$ cat config.mk
export PLATFORM = sky130hd
export DESIGN_NAME = gray_counter_flat
export DESIGN_NICKNAME = d
export VERILOG_FILES = /design/src/rtl/gray_pkg.sv /design/src/rtl/gray_counter_if.sv /design/src/rtl/gray_counter.sv /design/src/flat_wrapper.sv
export SDC_FILE = /design/constraint.sdc
export NUM_CORES = 1
export LEC_CHECK = 0
export ABC_AREA = 1
export CORE_AREA = 4 4 41 43
export CTS_CLUSTER_SIZE = 25
export DETAILED_ROUTE_END_ITERATION = 6
export DIE_AREA = 0 0 45 47
export DONT_BUFFER_PORTS = 1
export PLACE_DENSITY_LB_ADDON = 0.15
export SLEW_MARGIN = 20
export SYNTH_ARGS = -nofsm -noshare
export SYNTH_HDL_FRONTEND = slang
export SYNTH_SLANG_ARGS = --single-unit
$ cat constraint.sdc
create_clock -name clk -period 3.1 [get_ports clk]
set_input_delay 0.155 -clock clk [delete_from_list [all_inputs] [get_ports clk]]
set_output_delay 0.155 -clock clk [all_outputs]
set_load 0.005 [all_outputs]
$ cat src/rtl/gray_pkg.sv
// Shared Gray-code helpers for the counter and the downstream Gray-to-binary decode stage.
// Functions operate on a MAX_WIDTH word; callers zero-extend narrower values and truncate the result.
package gray_pkg;

  localparam int DEFAULT_WIDTH = 4;
  localparam int MAX_WIDTH     = 32;

  typedef logic [MAX_WIDTH-1:0] word_t;

  // Zero-extension is harmless: the top Gray bit equals the top binary bit either way.
  function automatic word_t bin2gray(input word_t b);
    return b ^ (b >> 1);
  endfunction

  function automatic word_t gray2bin(input word_t g);
    word_t b;
    b = '0;
    b[MAX_WIDTH-1] = g[MAX_WIDTH-1];
    for (int i = MAX_WIDTH - 2; i >= 0; i--) begin
      b[i] = b[i+1] ^ g[i];
    end
    return b;
  endfunction

endpackage

$ cat src/rtl/gray_counter_if.sv
// Control and result bundle of the Gray counter; master drives the controls, slave is the counter.
interface gray_counter_if #(
  parameter int WIDTH = gray_pkg::DEFAULT_WIDTH
);
  logic             en;
  logic             up;
  logic             load;
  logic [WIDTH-1:0] load_val;
  logic [WIDTH-1:0] gray;
  logic [WIDTH-1:0] bin;
  logic             wrap;

  modport master (
    output en, up, load, load_val,
    input  gray, bin, wrap
  );

  modport slave (
    input  en, up, load, load_val,
    output gray, bin, wrap
  );
endinterface

$ cat src/rtl/gray_counter.sv
// Up/down Gray counter with synchronous load; drives Gray word, binary twin and a wrap pulse.
// Latency: one cycle from sampling edge to bin/gray/wrap; all outputs registered.
// Backpressure: none; the counter acts on its controls every cycle.
module gray_counter
  import gray_pkg::*;
#(
  parameter int WIDTH = DEFAULT_WIDTH
) (
  input  logic          clk,
  input  logic          rst,
  gray_counter_if.slave cnt
);

  if (WIDTH < 2 || WIDTH > MAX_WIDTH) begin : g_bad_width
    $error("gray_counter: WIDTH out of range");
  end

  localparam logic [WIDTH-1:0] ONE      = WIDTH'(1);
  localparam logic [WIDTH-1:0] ALL_ONES = {WIDTH{1'b1}};

  logic [WIDTH-1:0] next_bin;
  logic [WIDTH-1:0] next_gray;
  logic             next_wrap;

  // gray is registered from next_bin rather than decoded from bin, so both land on the same edge.
  always_comb begin
    next_bin  = cnt.bin;
    next_wrap = 1'b0;
    if (cnt.load) begin
      next_bin = cnt.load_val;
    end else if (cnt.en) begin
      if (cnt.up) begin
        next_bin  = cnt.bin + ONE;
        next_wrap = (cnt.bin == ALL_ONES);
      end else begin
        next_bin  = cnt.bin - ONE;
        next_wrap = (cnt.bin == '0);
      end
    end
    next_gray = WIDTH'(bin2gray(word_t'(next_bin)));
  end

  always_ff @(posedge clk) begin
    if (rst) begin
      cnt.bin  <= '0;
      cnt.gray <= '0;
      cnt.wrap <= 1'b0;
    end else begin
      cnt.bin  <= next_bin;
      cnt.gray <= next_gray;
      cnt.wrap <= next_wrap;
    end
  end

endmodule

$ cat src/flat_wrapper.sv
// flat-port wrapper written by rule: the top's interface ports become plain ports
module gray_counter_flat import gray_pkg::*;
#(
  parameter int WIDTH = DEFAULT_WIDTH
)
  (clk, rst, cnt_en, cnt_up, cnt_load, cnt_load_val, cnt_gray, cnt_bin, cnt_wrap);
  gray_counter_if #(.WIDTH(WIDTH)) cnt_i ();
  input  logic clk;
  input  logic rst;
  input wire logic [$bits(cnt_i.en)-1:0] cnt_en;
  input wire logic [$bits(cnt_i.up)-1:0] cnt_up;
  input wire logic [$bits(cnt_i.load)-1:0] cnt_load;
  input wire logic [$bits(cnt_i.load_val)-1:0] cnt_load_val;
  output wire logic [$bits(cnt_i.gray)-1:0] cnt_gray;
  output wire logic [$bits(cnt_i.bin)-1:0] cnt_bin;
  output wire logic [$bits(cnt_i.wrap)-1:0] cnt_wrap;
  assign cnt_i.en = cnt_en;
  assign cnt_i.up = cnt_up;
  assign cnt_i.load = cnt_load;
  assign cnt_i.load_val = cnt_load_val;
  assign cnt_gray = cnt_i.gray;
  assign cnt_bin = cnt_i.bin;
  assign cnt_wrap = cnt_i.wrap;
  gray_counter #(.WIDTH(WIDTH)) u_core (.clk(clk), .rst(rst), .cnt(cnt_i));
endmodule
==> After elaboration in Yosys (flattened, before gate mapping) <==
Index checks and enable logic that the tools add are counted.
{ "classes": {"order_cmp": 0, "div_mod_pow": 0, "reduce_logical": 2, "eq_ne": 1, "mux": 4, "bitwise": 2, "n_shift": 0, "multipliers": 0, "addsub": 2} }
{ "ops": {"columns": ["operator", "n"], "rows": [
  ["$mux 4", 3],
  ["$add 4x1->4 const B", 1],
  ["$eq 4x4->1 const B", 1],
  ["$logic_not 4->1", 1],
  ["$sub 4x1->4 const B", 1],
  ["$xor 4x3->4", 1],
  ["$reduce_or 3->1", 1],
  ["$mux 1", 1],
  ["$not 1->1", 1]
]} }
{ "totals": {"out_inout_bits": 9, "in_bits": 9, "latchBits": 0, "romBits": 0, "ff_bits": 9, "mem_bits_rw": 0, "memories": 0, "elab_cells": 14} }

==> Longest topological paths before layout <==
{ "depth": {"ltp_word": 5, "depth_mapped": 12, "ltp_nobuf": 12} }

==> Worst setup path before layout <==
Ideal clock, no wire load.
{ "synth_timing": {"kind": "reg-to-reg", "startpoint": "register u_core.cnt.bin[0]", "endpoint": "register u_core.cnt.gray[0]", "arrival_ns": 1.322, "path_stages_with_launch": 6, "required_time_ns": 2.983, "slack_ns": 1.661, "cell_sequence": "dfxtp_1 fa_1 nand2_1 o211ai_1 o21ai_2 o22a_1"} }
{ "synth_between": {"elab_chain_len": 5} }
{ "synth_lines": {"columns": ["element", "line", "text"], "rows": [
  ["from (decl)", "gray_counter_if.sv:20", "output gray, bin, wrap"],
  ["from (signal assigned)", "gray_counter.sv:49", "cnt.bin <= next_bin;"],
  ["$sub 4x1->4 / $add 4x1->4 (equally long branches)", "gray_counter.sv:36, gray_counter.sv:33", null],
  ["$mux 4", "gray_counter.sv:32", "if (cnt.up) begin"],
  ["$mux 4 (*)", "gray_counter.sv:31", "end else if (cnt.en) begin"],
  ["$mux 4 (*)", "gray_counter.sv:29", "if (cnt.load) begin"],
  ["$xor 4x3->4 (*)", "gray_pkg.sv:12", "return b ^ (b >> 1);"],
  ["to (signal assigned)", "gray_counter.sv:50", "cnt.gray <= next_gray;"],
  ["to (decl)", "gray_counter_if.sv:20", null]
]} }
Mark *: on every way between the ends. The rest lies on a longest branch, timed or not.
A chain may end at the register's enable or synchronous reset.

==> Worst setup path in the final report <==
Ends and elaborated chain as after synthesis.

==> results.ini <==
[global_routing]
grt_pass1_wl_mm=1.75
grtUsageTotal_pct=12.0
antenna_found_initial=0
grt_overflow=0
first_global_vias=402
grt_max_degree=8

[routing]
firstDrtPassIters=4
drc=0
wl_met3_um=81
top_layer_used=met4
dr_wl_met2_um=419
via_per_inst=5.05
m1WireLength_um=460
vias=409
drt_iter0_drc=11
wirelength_um=998
postRouteAntennaNets=0
wl_per_cell_um=12.3

[setup_path]
r2r_cells=6
cp-end-kind=flop
critPathRequiredTime_ns=3.25
r2r_setup_slack_ns=1.52
rr_endpoint=u_core.cnt.gray[0]
timing.rr.start=u_core.cnt.bin[0]
arrival_ns=1.73
worstSetupStartpoint=u_core.cnt.bin[0]
path_buf_inv=0
startpoint_type=flop
path_delay_family=flip-flops
critical-path-slowest-cell=dfxtp_1
cp_max_fo=6
cp_slowest_stage_delay_ns=0.49
path_cells=fa_1, nand2_1, o211ai_1, o21ai_2, nor2_1, o22a_1
crit_type=reg -> reg

[timing]
fin_tns_setup_ns=0
setup_viol=0
rsz0062_at_grt=no
hold_viol_final=0
period_minus_slack_ns=1.58
fin_crit_sh_pct=51.0
skew_ns=0.000912
slew_violations=0
max_clock_freq_mhz=632
slew-limit-headroom_pct=80.1
worstMarginPinSlew_ns=0.297

[power_and_ir_drop]
p_leak_nw=0.240
total_power_mw=0.258
vdd_ir_drop_max_mv=0.275
powerDensity_nw_per_um2=508

[clocking]
cts_setup_buffers=0
cts.root.buffer_cell=clkbuf_4
cts_buffers=3
cts.path.max_buffers=2
ctsResizeCount=0
clock_sinks=8
tritoncts=done
htree_num_levels=1
clkTransAtPathRegs_ns=0.05
insertion_delay_ns=0.26

[logic_synthesis]
yosys_warnings=0
synth_fp_nets=75
synthAdderAreaFrac_pct=9.70
synth-compound-area-share_pct=16.7
yosysSeqAreaShare_pct=34.5
ys_ff_latch=8
synth_mux_area_share_pct=0
postSynthCellCount=63
synth_xor_area_share_pct=1.89
yosysUniqueCellTypes=19
ys_dominant_reg_cell=dfxtp_1
syn_avg_cell_area_um2=7.37
synthArstFlopShare_pct=0
synth_top_family_by_area=simple AND/OR/NAND/NOR gates
synth-edff-count=0
synth-simple-area-share_pct=29.1
syn_area_um2=464

[floorplan]
die_w_um=45
die_h_um=47
dieArea_um2=2120
start_util_pct=35.7
core_um2=1300
io_pins=18
rows=13

[layout]
nets=80
final_cell_mix=nand2_1 (14), dfxtp_1 (8), nor2_1 (7), inv_1 (6), a21oi_1 (5)
syn_to_final_growth_pct=9.43
layout_commonest_cell=nand2_1
antenna_cells=0
layout-drive-gt1-share_pct=15.2

[hold_path]
hold_end=u_core.cnt.wrap
worstHoldPathType=in -> reg
hold_depth=2
worstHoldStart=cnt_en

[placement]
gp_congestion=0.757
io_buffers=0
dp_hpwl_um=809

[status]
status=complete, no violations

[run]
max_cap_violations=0

[sequential cells by signal (all words and copies together) (netlist names)]
register	cells
u_core.cnt.gray	3
u_core.cnt.wrap	1
u_core.cnt.bin	4
[worst max-delay path by stage]
stage	depth (start not counted)	to
after floorplan	5	u_core.cnt.gray[0]
after CTS	6	u_core.cnt.gray[0]
after global placement	6	u_core.cnt.gray[0]
after detailed placement	6	u_core.cnt.gray[0]
after global routing	7	u_core.cnt.gray[1]
final	6	u_core.cnt.gray[0]
[cell type report]
| type | count | area (µm²) |
|---|---|---|
| clock buffer | 3 | 22.5 |
| timing repair buffer | 1 | 10.0 |
| sequential | 8 | 160 |
| inverter | 8 | 30.0 |
| tap | 15 | 18.8 |
| multi-input combinational | 46 | 267 |
| fill | 152 | 793 |
[report_power, final]
| group | leakage (nW) | switching, mW | internal [mW] |
|---|---|---|---|
| clock | 0.0138 | 0.0368 | 0.0444 |
| combinational | 0.160 | 0.0301 | 0.0225 |
| sequential | 0.0666 | 0.0113 | 0.113 |
[synthesized netlist by cell type (2+ instances only)]
master,count,area (µm²)
nand2_1,14,52.6
dfxtp_1,8,160
nor2_1,7,26.3
inv_1,6,22.5
a21oi_1,5,25.0
nand3_1,4,20.0
o21ai_2,3,26.3
ha_1,2,25.0
inv_2,2,7.51
o21ai_1,2,10.0
or2_1,2,12.5
[through the flow]
stage / instances / util (%) / worst slack, ns / instance area, µm² / hold slack [ns]
after floorplan: 63 / - / 1.66 / 464 / 0.224
after global placement: 77 / 36.5 / 1.53 / 475 / 0.226
after detailed placement: 77 / 36.5 / 1.54 / 475 / 0.227
after CTS: 81 / 39.0 / 1.51 / 508 / 0.0379
after global routing: 81 / 39.0 / 1.39 / 508 / 0.0397
final: 81 / 39.0 / 1.52 / 508 / 0.0422
[worst reg2reg max path: stages, from the launching register on]
cell and delay (ns):
dfxtp_1 0.49, fa_1 0.45, nand2_1 0.08, o211ai_1 0.09
o21ai_2 0.11, nor2_1 0.09, o22a_1 0.16
[metal layers]
| metal | up-vias | GRT usage (%) |
|---|---|---|
| li1 | 216 | - |
| met1 | 175 | 14.0 |
| met2 | 13 | 17.8 |
| met3 | 5 | 3.45 |
| met4 | 0 | 10.5 |
| met5 | - | 0 |
[cell families after synthesis]
logic type | Yosys count
AND/OR/NAND/NOR | 30
AO/OA/AOI/OAI | 12
buffers and inverters | 9
flip-flops | 8
adder cells (fa/ha/maj) | 3
XOR/XNOR | 1
[what timing repair did]
action                                  in CTS  in global routing
hold endpoints to repair                     4                  0
endpoints found under the setup margin       0                  0
hold buffers                                 1                  0
Note: power is estimated with default switching activity, not from simulation.
